===== config.mk =====
export PLATFORM = sky130hd
export DESIGN_NAME = ddr_lane_dly_tap_ctrl
export DESIGN_NICKNAME = d
export VERILOG_FILES = /design/src/rtl/ddr_lane_dly_tap_ctrl.sv
export SDC_FILE = /design/constraint.sdc
export NUM_CORES = 1
export LEC_CHECK = 0
export CORE_MARGIN = 2
export CORE_UTILIZATION = 30
export CTS_CLUSTER_SIZE = 25
export DETAILED_ROUTE_END_ITERATION = 10
export SETUP_SLACK_MARGIN = 0.05
export SYNTH_ARGS = -nofsm -noshare
export SYNTH_HDL_FRONTEND = slang
export SYNTH_SLANG_ARGS = --single-unit

===== constraint.sdc =====
create_clock -name fab_clk -period 3.45 [get_ports fab_clk]
set_input_delay 0.5175 -clock fab_clk [delete_from_list [all_inputs] [get_ports fab_clk]]
set_output_delay 0.5175 -clock fab_clk [all_outputs]
set_load 0.005 [all_outputs]

===== src/rtl/ddr_lane_dly_tap_ctrl.sv =====
//-----------------------------------------------------------------------------
// ddr_lane_dly_tap_ctrl
//   TX delay-line tap sequencer for DDR PHY lane IODs (DQ/DM/DQS).
//   Accepts one "set lane N to tap T" command at a time, optionally pulses
//   LOAD first, then walks the tap one step at a time with SETUP/MOVE/GAP
//   timing. A shadow tap per lane mirrors the IOD state.
//
//   Ports:
//     fab_clk, arst_n           clock, async active-low reset
//     cmd_valid/cmd_ready       command handshake
//     cmd_lane/load/target      command payload
//     rsp_valid/err/tap         one-cycle completion strobe + status
//     busy                      FSM not idle
//     delay_line_load/direction/move   per-lane IOD controls
//     delay_line_out_of_range   per-lane IOD range flag
//
//   Configuration macro: DLY_CTRL_OOR_ABORT_EN
//     defined   -> an out-of-range sample during GAP ends the command
//     undefined -> stepping continues, error reported at completion
//-----------------------------------------------------------------------------
`timescale 1ns/1ps

module ddr_lane_dly_tap_ctrl #(
  parameter int unsigned NUM_LANES = 4,
  parameter int unsigned TAP_W     = 8,
  parameter int unsigned MAX_TAP   = 127,
  parameter int unsigned RESET_TAP = 1,
  parameter int unsigned MOVE_GAP  = 2,
  localparam int unsigned LANE_W   = (NUM_LANES > 1) ? $clog2(NUM_LANES) : 1
) (
  input  logic                 fab_clk,
  input  logic                 arst_n,
  input  logic                 cmd_valid,
  output logic                 cmd_ready,
  input  logic [LANE_W-1:0]    cmd_lane,
  input  logic                 cmd_load,
  input  logic [TAP_W-1:0]     cmd_target,
  output logic                 rsp_valid,
  output logic                 rsp_err,
  output logic [TAP_W-1:0]     rsp_tap,
  output logic                 busy,
  output logic [NUM_LANES-1:0] delay_line_load,
  output logic [NUM_LANES-1:0] delay_line_direction,
  output logic [NUM_LANES-1:0] delay_line_move,
  input  logic [NUM_LANES-1:0] delay_line_out_of_range
);

  localparam int unsigned GAP_W = (MOVE_GAP > 1) ? $clog2(MOVE_GAP) : 1;

  typedef enum logic [2:0] {
    S_IDLE,
    S_LOAD,
    S_SETUP,
    S_MOVE,
    S_GAP,
    S_DONE
  } state_t;

  state_t             state_q, state_d;
  logic [LANE_W-1:0]  lane_q, lane_d;
  logic [TAP_W-1:0]   target_q, target_d;
  logic               dir_q, dir_d;
  logic [GAP_W-1:0]   gap_q, gap_d;
  logic               oor_q, oor_d;
  logic [TAP_W-1:0]   shadow_q [NUM_LANES];

  logic                 accept;
  logic [LANE_W-1:0]    cur_lane;
  logic [TAP_W-1:0]     cur_target;
  logic                 lane_ok;
  logic [TAP_W-1:0]     cur_tap;
  logic [TAP_W-1:0]     tap_nx;
  logic                 oor_now;
  logic [NUM_LANES-1:0] lane_onehot;

  logic                 ready_d, busy_d, rsp_valid_d, rsp_err_d;
  logic [TAP_W-1:0]     rsp_tap_d;
  logic [NUM_LANES-1:0] load_d, move_d, dir_bus_d;

  // Next-state, shadow update value and next registered outputs
  always_comb begin
    state_d   = state_q;
    lane_d    = lane_q;
    target_d  = target_q;
    dir_d     = dir_q;
    gap_d     = gap_q;
    oor_d     = oor_q;
    rsp_err_d = 1'b0;
    rsp_tap_d = '0;

    accept     = cmd_valid & cmd_ready & (state_q == S_IDLE);
    cur_lane   = (state_q == S_IDLE) ? cmd_lane : lane_q;
    cur_target = (state_q == S_IDLE) ? cmd_target : target_q;
    lane_ok    = (32'(cur_lane) < NUM_LANES);
    cur_tap    = lane_ok ? shadow_q[cur_lane] : '0;
    oor_now    = (state_q == S_GAP) & lane_ok & delay_line_out_of_range[cur_lane];
    tap_nx     = cur_tap;

    case (state_q)
      S_IDLE: begin
        if (accept) begin
          lane_d   = cmd_lane;
          target_d = cmd_target;
          oor_d    = 1'b0;
          dir_d    = 1'b0;
          gap_d    = '0;
          if (!lane_ok || (32'(cmd_target) > MAX_TAP)) begin
            state_d   = S_DONE;
            rsp_err_d = 1'b1;
            rsp_tap_d = cur_tap;
          end else if (cmd_load) begin
            state_d = S_LOAD;
          end else if (cur_tap == cmd_target) begin
            state_d   = S_DONE;
            rsp_tap_d = cur_tap;
          end else begin
            state_d = S_SETUP;
            dir_d   = (cmd_target > cur_tap);
          end
        end
      end
      S_LOAD: begin
        tap_nx = TAP_W'(RESET_TAP);
        if (tap_nx == cur_target) begin
          state_d   = S_DONE;
          rsp_tap_d = tap_nx;
        end else begin
          state_d = S_SETUP;
          dir_d   = (cur_target > tap_nx);
        end
      end
      S_SETUP: begin
        state_d = S_MOVE;
      end
      S_MOVE: begin
        tap_nx  = dir_q ? (cur_tap + TAP_W'(1)) : (cur_tap - TAP_W'(1));
        state_d = S_GAP;
        gap_d   = '0;
      end
      S_GAP: begin
        oor_d = oor_q | oor_now;
`ifdef DLY_CTRL_OOR_ABORT_EN
        if (oor_now) begin
          state_d   = S_DONE;
          rsp_err_d = 1'b1;
          rsp_tap_d = cur_tap;
        end else
`endif
        if (gap_q == GAP_W'(MOVE_GAP - 1)) begin
          if (cur_tap == cur_target) begin
            state_d   = S_DONE;
            rsp_err_d = oor_q | oor_now;
            rsp_tap_d = cur_tap;
          end else begin
            state_d = S_SETUP;
            dir_d   = (cur_target > cur_tap);
          end
        end else begin
          gap_d = gap_q + GAP_W'(1);
        end
      end
      S_DONE: begin
        state_d = S_IDLE;
      end
      default: begin
        state_d = S_IDLE;
      end
    endcase

    // Direction is only meaningful while stepping
    if (state_d == S_DONE || state_d == S_IDLE) begin
      dir_d = 1'b0;
    end

    // Only states reached with a valid lane drive lane bits
    lane_onehot = NUM_LANES'(1) << lane_d;
    load_d      = (state_d == S_LOAD) ? lane_onehot : '0;
    move_d      = (state_d == S_MOVE) ? lane_onehot : '0;
    dir_bus_d   = dir_d ? lane_onehot : '0;
    ready_d     = (state_d == S_IDLE);
    busy_d      = (state_d != S_IDLE);
    rsp_valid_d = (state_d == S_DONE);
  end

  // State and registered outputs
  always_ff @(posedge fab_clk or negedge arst_n) begin
    if (!arst_n) begin
      state_q              <= S_IDLE;
      lane_q               <= '0;
      target_q             <= '0;
      dir_q                <= 1'b0;
      gap_q                <= '0;
      oor_q                <= 1'b0;
      cmd_ready            <= 1'b0;
      busy                 <= 1'b0;
      rsp_valid            <= 1'b0;
      rsp_err              <= 1'b0;
      rsp_tap              <= '0;
      delay_line_load      <= '0;
      delay_line_move      <= '0;
      delay_line_direction <= '0;
    end else begin
      state_q              <= state_d;
      lane_q               <= lane_d;
      target_q             <= target_d;
      dir_q                <= dir_d;
      gap_q                <= gap_d;
      oor_q                <= oor_d;
      cmd_ready            <= ready_d;
      busy                 <= busy_d;
      rsp_valid            <= rsp_valid_d;
      rsp_err              <= rsp_err_d;
      rsp_tap              <= rsp_tap_d;
      delay_line_load      <= load_d;
      delay_line_move      <= move_d;
      delay_line_direction <= dir_bus_d;
    end
  end

  // Per-lane shadow taps, updated at the end of LOAD and MOVE
  always_ff @(posedge fab_clk or negedge arst_n) begin
    if (!arst_n) begin
      for (int unsigned i = 0; i < NUM_LANES; i++) begin
        shadow_q[i] <= TAP_W'(RESET_TAP);
      end
    end else if (state_q == S_LOAD || state_q == S_MOVE) begin
      shadow_q[lane_q] <= tap_nx;
    end
  end

endmodule

==> metrics.txt, run 1 <==
die footprint=0.0140 mm2; Flop pwr share=23.2%; Clock Skew=0.00734 ns; Combinational Power Share=61.5%; leakage power=2.36 nW; clk buf depth=2; final hold slack=0.374 ns; post-synthesis xor/xnor area fraction=1.34%; critical path data arrival time=3.56 ns; dpl cells=646; largest family of logic cells by synthesized area=simple AND/OR/NAND/NOR gates; clock power share=15.3%; final setup margin=0.114 ns; fin. max-slew vios=0; FF/Latch Area=0.00181 mm2; Overall Global Routing Usage=14.9%; flops & latches, synth=72; drt drc=0; DP HPWL=7430 um; max cap viols=0; CP max stage delay=0.59 ns; Compound-Gate Fraction of Synth Area=15.4%; Pre-antenna DRT Iters=4; VDD IR max=0.364 mV; switching power=2.42 mW; Post-Syn Instances=399; fmax=300 MHz; Antenna Cells=0; nets@finish=533; Final Hold Vio Count=0; CP max-delay cell=mux4_2; DRT iter0 DRCs=307; CTS tree=done; initial core utilization=30.9%; Crit. End Element=flip-flop; startpoint types=flip-flop; dominant synthesized flop cell=dfrtp_1; grt ovf=0; FILL cells=1215; mux contribution to synthesized area=8.47%; drt via density=5.01; Sink Count=72; Synth top area share=43.5%; Rows=41; post-synthesis simple-gate area fraction=17.4%; Post-Synth Adder-Cell Area=7.55%; post-route ant nets=0; endpoints failing setup=0; H-tree levels=3; total number of vias=3349; multi-input logic area=0.00208 mm2; WL per Instance=15.2 um; worst slew pin tran=1.06 ns; Crit Path Class=reg -> reg; area grow syn2layout=35.1%; largest net degree at the start of global routing=50; Final period util=96.7%; Core Region=0.0127 mm2; post-synthesis sequential area ratio=46.2%; Synth area leaders=dfrtp_1, ha_1, nand2_1, mux4_2, o21ai_0; worst path cell trace=nor3_4, mux2i_2, buf_6, mux4_2, ha_4, a211o_1, a21oi_2, o21ai_1, a211oi_2, xnor2_2, a22o_1; Crit Path Max Fanout=6; Layout Utilization=41.7%; cell taking the most area after synthesis=dfrtp_1; PD cells=1120 mW/mm2; first-pass GRT wire length=16600 um; Relative slew margins=29.3%; Die W=118 um; Hold Crit Class=in -> async; die height=118 um; Int Pwr=3.52 mW; pre-CTS WS=-0.555 ns; Synth cell types=53; sum of buffers and inverters on the critical path=1; antenna violations before repair=0; Worst-Skew Late Latency=0.34 ns; YS warnings=0; post-route insts no fill=669; Post-Syn Area per Cell=9.81 um2; cell area after synthesis=0.00391 mm2; Sw Share=40.7%; share of layout cells above drive strength 1=23.9%; I/O pin total=42; fraction of registers with async set/reset=100%; delay-heaviest family, CP=compound AO/OA/AOI/OAI gates; Post-Syn Nets=440; clock slew at reported path FFs=0.06 ns; Final Wtd Congestion=0.893; Worst Path Required=3.68 ns; outcome=complete, no violations; RSZ-0062 raised after global routing=yes; PortBufs=41; vias in the first global route=3374; EDFF count, synth=0; clock root buffer=clkbuf_16; final WL=10200 um; minimum clock period=3.34 ns; TritonCTS Buffers=9
[logic make-up after synthesis]
logic type	Yosys count
compound gates	97
mux	21
simple gates	147
flops	72
fa+ha+maj	23
buf+inv	33
xor+xnor	6
[Yosys cell counts, types with 2 or more instances]
cell type	count
nand3b_1	3
a21oi_1	25
o211ai_1	4
and2_1	4
o2111ai_1	3
nor2b_1	4
xor2_1	3
a211o_1	3
nand3_1	7
clkbuf_1	8
nor2_1	37
a22o_1	4
mux4_2	9
nand4_1	5
buf_6	2
dfstp_2	4
o31ai_1	3
inv_1	19
a211oi_1	5
a21boi_0	3
buf_2	2
a21o_1	5
mux2_2	7
o21a_1	2
ha_1	22
nand2b_1	4
o21ai_0	32
mux2i_1	5
nor3_1	6
and3_1	4
nand2_1	61
nor4_1	4
xnor2_1	3
dfrtp_1	68
[per-stage QoR]
stage,instance area [um2],power [mW],TNS (ns)
after CTS,5140,5.64,0
after detailed placement,4840,4.66,-15.23
after global placement,4840,4.58,-12.25
after global routing,5290,6.41,-0.00400
after floorplan,3930,3.40,0
final,5290,5.94,0
[cell usage in the layout (no fill, tap or decap), drive strengths merged, types with 5 or more instances in the layout]
| cell | n |
|---|---|
| a211oi | 5 |
| a21o | 5 |
| a21oi | 25 |
| and2 | 5 |
| buf | 56 |
| clkbuf | 13 |
| clkdlybuf4s50 | 39 |
| dfrtp | 68 |
| ha | 22 |
| inv | 19 |
| mux2 | 7 |
| mux2i | 5 |
| mux4 | 9 |
| nand2 | 61 |
| nand3 | 8 |
| nand4 | 5 |
| nor2 | 37 |
| nor3 | 7 |
| o21ai | 33 |
[final timing paths]
check / startpoint / endpoint / slack (ns) / depth (start not counted)
max: state_q[2]$_DFF_PN0_ / shadow_q[7]$_DFFE_PN0P_ / 0.11 / 11
min: arst_n / target_q[6]$_DFFE_PN0P_ / 0.37 / 1
max reg2reg: state_q[2]$_DFF_PN0_ / shadow_q[7]$_DFFE_PN0P_ / 0.11 / 11
min reg2reg: target_q[0]$_DFFE_PN0P_ / target_q[0]$_DFFE_PN0P_ / 0.48 / 2
max in group asynchronous: arst_n / shadow_q[12]$_DFFE_PN0P_ / 2.16 / 2
min in group fab_clk: target_q[0]$_DFFE_PN0P_ / target_q[0]$_DFFE_PN0P_ / 0.48 / 2
[cell type report]
cell class	count	area share, %
repair buffers	96	15.6
clock buffers	13	4.54
multi-input cells	294	39.4
clock inverters	3	0.828
flip-flops and latches	72	34.2
inverters	19	1.44
well taps	172	4.07
[power groups by stage]
stage	Combinational [mW]	Sequential (mW)	Clock (mW)
2_1_floorplan	2.08	1.32	0
3_3_place_gp	3.20	1.38	0
3_5_place_dp	3.27	1.39	0
4_1_cts	3.34	1.38	0.924
5_1_grt	4.03	1.42	0.960
6_report	3.66	1.38	0.908
[layer usage]
metal	vias to the layer above	routed length (um)	GRT usage (%)
li1	1610	-	-
met2	64	5010	24.0
met1	1657	4520	19.1
met3	18	451	2.85
met4	0	179	7.30
met5	-	0	0
[sequential cells by signal, summed over array words and instances, names as in the netlist]
register	flops
busy	1
cmd_ready	1
delay_line_direction	4
delay_line_load	4
delay_line_move	4
dir_q	1
gap_q	1
lane_q	2
oor_q	1
rsp_err	1
rsp_tap	8
rsp_valid	1
shadow_q	32
state_q	3
target_q	8
[timing repair]
item | 4_1_cts | 5_1_grt
gates resized for setup | 8 | 35
cloned | 0 | 1
setup buffers | 1 | 5
hold buffers | 0 | 0
setup endpoints to repair | 24 | 26
pin swaps | 1 | 18
(Power assumes the default switching activity.)
==> run 2, diff against run 1 <==
--- a/config.mk
+++ b/config.mk
@@ -9,6 +9,7 @@
 export CORE_UTILIZATION = 30
 export CTS_CLUSTER_SIZE = 25
 export DETAILED_ROUTE_END_ITERATION = 10
+export DONT_BUFFER_PORTS = 1
 export SETUP_SLACK_MARGIN = 0.05
 export SYNTH_ARGS = -nofsm -noshare
 export SYNTH_HDL_FRONTEND = slang
==> metrics.txt, run 2 (synthesis results as in run 1) <==
area grow syn2layout=26.2%; RSZ-0062 raised after global routing=yes; clock root buffer=clkbuf_16; Overall Global Routing Usage=15.7%; outcome=complete, no violations; DRT iter0 DRCs=167; share of layout cells above drive strength 1=25.7%; Hold Crit Class=in -> async; die footprint=0.0140 mm2; grt ovf=0; nets@finish=476; largest net degree at the start of global routing=69; CTS tree=done; WL per Instance=17.2 um; startpoint types=flip-flop; Worst-Skew Late Latency=0.34 ns; Antenna Cells=0; leakage power=2.18 nW; largest reg by FF count=shadow_q; Core Region=0.0127 mm2; Die W=118 um; Reg2Reg Capture Point=delay_line_direction[0]$_DFF_PN0_; TritonCTS Buffers=9; initial core utilization=30.9%; I/O pin total=42; H-tree levels=3; clk buf depth=2; VDD IR max=0.388 mV; Reg2Reg Depth=14; multi-input logic area=0.00214 mm2; minimum clock period=3.34 ns; antenna violations before repair=0; Crit. End Element=flip-flop; DP HPWL=7500 um; Crit Path Max Fanout=8; PD cells=1220 mW/mm2; reg2reg start=state_q[0]$_DFF_PN0_; Pre-antenna DRT Iters=4; Final Wtd Congestion=0.891; clock slew at reported path FFs=0.07 ns; Relative slew margins=53.0%; FILL cells=1245; drt drc=0; Final period util=96.9%; Clock Skew=0.00892 ns; endpoints failing setup=0; flop2flop setup slack=0.11 ns; FF/Latch Area=0.00181 mm2; PortBufs=0; Worst Path Required=3.66 ns; critical path data arrival time=3.55 ns; total number of vias=3153; final cell area excluding filler cells=0.00494 mm2; fmax=299 MHz; fin. max-slew vios=0; drt via density=5.15; vias in the first global route=3292; leading cell types in the layout, fill and taps excluded=dfrtp_1, nand2_1, nor2_1, buf_4, o21ai_0; die height=118 um; max cap viols=0; post-route ant nets=0; total negative slack for setup checks=0 ns; placed instance area=0.00431 mm2; biggest regs=shadow_q x32, rsp_tap x8, target_q x8; Rows=41; Sink Count=72; Final Hold Vio Count=0; final WL=10500 um; worst slew pin tran=0.705 ns; Largest register FFs=32; commonest non-fill, non-tap cell in the layout=dfrtp_1; first-pass GRT wire length=17200 um; Crit Path Class=reg -> reg
[run 2: power by group]
| part | leakage, nW | total [mW] | internal, mW | switching, mW |
|---|---|---|---|---|
| logic | 1.07 | 3.46 | 1.57 | 1.89 |
| clock network | 0.180 | 1.17 | 0.782 | 0.383 |
| registers | 0.928 | 1.40 | 1.18 | 0.224 |
[run 2: what timing repair did]
item                       4_1_cts  5_1_grt
gates resized for setup         13       41
setup endpoints to repair       19       21
hold endpoints to repair        68        0
hold buffers                     1        0
setup buffers                    0        6
pin swaps                        1       19
[run 2: critical path, stage by stage (launching register included)]
cell      delay, ns
dfrtp_2        0.45
nor3_4         0.22
mux2i_1        0.24
buf_6          0.19
mux4_2         0.60
inv_4          0.12
ha_4           0.14
nand4_1        0.23
o21ai_1        0.25
buf_4          0.14
o22a_1         0.11
o211ai_1       0.14
buf_4          0.18
o21bai_1       0.14
a21oi_1        0.06
[run 2: how the worst max path moves through the flow]
stage | startpoint | end | slack [ns]
2_1_floorplan | state_q[0]$_DFF_PN0_ | shadow_q[22]$_DFFE_PN0P_ | 0.09
3_3_place_gp | cmd_lane[1] | delay_line_direction[1]$_DFF_PN0_ | -0.07
3_5_place_dp | state_q[1]$_DFF_PN0_ | delay_line_direction[2]$_DFF_PN0_ | -0.13
4_1_cts | state_q[0]$_DFF_PN0_ | delay_line_direction[2]$_DFF_PN0_ | 0.03
5_1_grt | state_q[0]$_DFF_PN0_ | delay_line_direction[0]$_DFF_PN0_ | -0.03
6_report | state_q[0]$_DFF_PN0_ | delay_line_direction[0]$_DFF_PN0_ | 0.11
[run 2: routing by layer]
layer  GRT usage [%]  wire (um)  up-vias
met5               0          0        -
met4            5.95        284        0
met3            4.44        523       23
met2            26.8       5230       76
met1            18.6       4510     1561
li1                -          -     1493
[run 2: cell type report]
type	count	area share (%)
clock inverter	7	2.89
inverter	19	1.65
sequential	72	36.6
multi-input combinational	294	43.4
timing repair buffer	39	6.49
clock buffer	9	4.56
tap	172	4.36
[run 2: metrics by stage]
step	hold slack, ns	power, mW	setup slack [ns]	utilization [%]	cells
global placement	0.223	4.32	-0.0703	34.0	589
floorplan	0.222	3.40	0.0865	-	399
global route	0.0100	6.48	-0.0283	39.0	612
finish	0.0262	6.03	0.107	39.0	612
CTS	0.0192	5.68	0.0263	37.5	606
detailed placement	0.224	4.40	-0.126	34.0	589
==> variant: new RTL, settings of run 1 <==
The option `DLY_CTRL_OOR_ABORT_EN` is turned on by a define.
--- a/src/rtl/ddr_lane_dly_tap_ctrl.sv
+++ b/src/rtl/ddr_lane_dly_tap_ctrl.sv
@@ -19,6 +19,8 @@
 //     undefined -> stepping continues, error reported at completion
 //-----------------------------------------------------------------------------
 `timescale 1ns/1ps
+
+`define DLY_CTRL_OOR_ABORT_EN
 
 module ddr_lane_dly_tap_ctrl #(
   parameter int unsigned NUM_LANES = 4,
Formal check against the unedited RTL: not equivalent (a bounded check fails within 10 cycles, from zero or initial values and one cycle with arst_n low).
==> variant against run 1 <==
The run now ends with negative setup slack left; routed wire length is 20% higher; sequential cell count stayed put; sequential power is 4% higher; power is 32% higher; synthesized area is 2.6% higher; largest cell class unchanged; maximum frequency is 11% lower; largest power group unchanged; critical endpoint is now delay_line_direction[1]$_DFF_PN0_; count of clock-buffer cells in the layout is 2 lower; setup slack worse by 0.41 ns; first-iteration DRC count is 22% lower; worst hold slack worse by 0.21 ns; design area is 16% higher.
==> variant: results (changes against run 1) <==
drt:
  via_count: 3702  # was 3349
  drtIter0Drc: 240  # was 307
  wl_met3_um: 367  # was 451 um
  dr_wl_met2_um: 6079  # was 5005 um
  met1_length_um: 5458  # was 4522 um
final_layout:
  drive_gt1_share_pct: 36.60  # was 23.94%
  finalNetCount: 606  # was 533
timing:
  fin_setup_tns_ns: -3.711  # was 0 ns
  skew_ns: 0.009226  # was 0.007344 ns
  worst_slack_ns: -0.2995  # was 0.1136 ns
  setup_viol: 23  # was 0
logic_synthesis:
  yosys-top-cells-area: "dfrtp_1 42%, nand2_1 7.3%, ha_1 6.5%"  # was dfrtp_1 43%, ha_1 7.0%, nand2_1 5.9%
  synth_top_cells_by_count: "78 x nand2_1, 68 x dfrtp_1, 46 x o21ai_0, 35 x nor2_1, 21 x ha_1"  # was 68 x dfrtp_1, 61 x nand2_1, 37 x nor2_1, 32 x o21ai_0, 25 x a21oi_1
  synth-seq-area-share_pct: 45.00  # was 46.18%
  yosysTopAreaCellShare_pct: 42.38  # was 43.49%
power:
  irDropWorstVdd_v: 0.0004450  # was 0.0003637 V
  internal_power_w: 0.004572  # was 0.003523 W
place:
  pre_cts_slack_ns: -0.7823  # was -0.5554 ns
  hpwl_um: 8804  # was 7433 um
  dp_cells: 710  # was 646
setup_path:
  cp_top_family: "simple AND/OR/NAND/NOR gates"  # was compound AO/OA/AOI/OAI gates
  arrival_ns: 3.96  # was 3.56 ns
  reg2reg_to: "delay_line_direction[1]$_DFF_PN0_"  # was shadow_q[7]$_DFFE_PN0P_
  critPathMaxFanout: 5  # was 6
  cpMaxStageDelayCell: "dfrtp_2"  # was mux4_2
  worstRegToRegCells: 15  # was 11
status:
  violations: "negative setup slack"
  outcome: "finished with violations"  # was complete, no violations
global_route:
  met1_usage_pct: 22.74  # was 19.13%
  grt_max_degree: 35  # was 50
  use_met3_pct: 2.091  # was 2.847%
cts:
  cts_setup_buffers: 8  # was 1
  ctsResizeCount: 43  # was 8
variant: cell families after synthesis:
family                   synth area share, %
AND/OR/NAND/NOR                        20.54
AO/OA/AOI/OAI                          16.73
flip-flops                             45.00
buffers and inverters                  3.023
multiplexers                           6.139
adder cells (fa/ha/maj)                7.043
XOR/XNOR                               1.527
variant: final cells by class:
type                    count  area, sq um  area share (%)
inverters                  14        52.55          0.8538
clock inverters             5        60.06          0.9758
repair buffers            140         1220           19.82
well taps                 176        220.2           3.578
multi-input cells         329         2539           41.25
clock buffers              11        252.7           4.107
flip-flops and latches     72         1810           29.42
variant: power groups by stage:
stage	combinational, W	sequential (W)	clock [W]
2_1_floorplan	0.00258	0.00137	0
3_3_place_gp	0.00435	0.00142	0
3_5_place_dp	0.00445	0.00143	0
4_1_cts	0.00492	0.00142	0.000988
5_1_grt	0.00590	0.00148	0.00103
6_report	0.00544	0.00143	0.000976
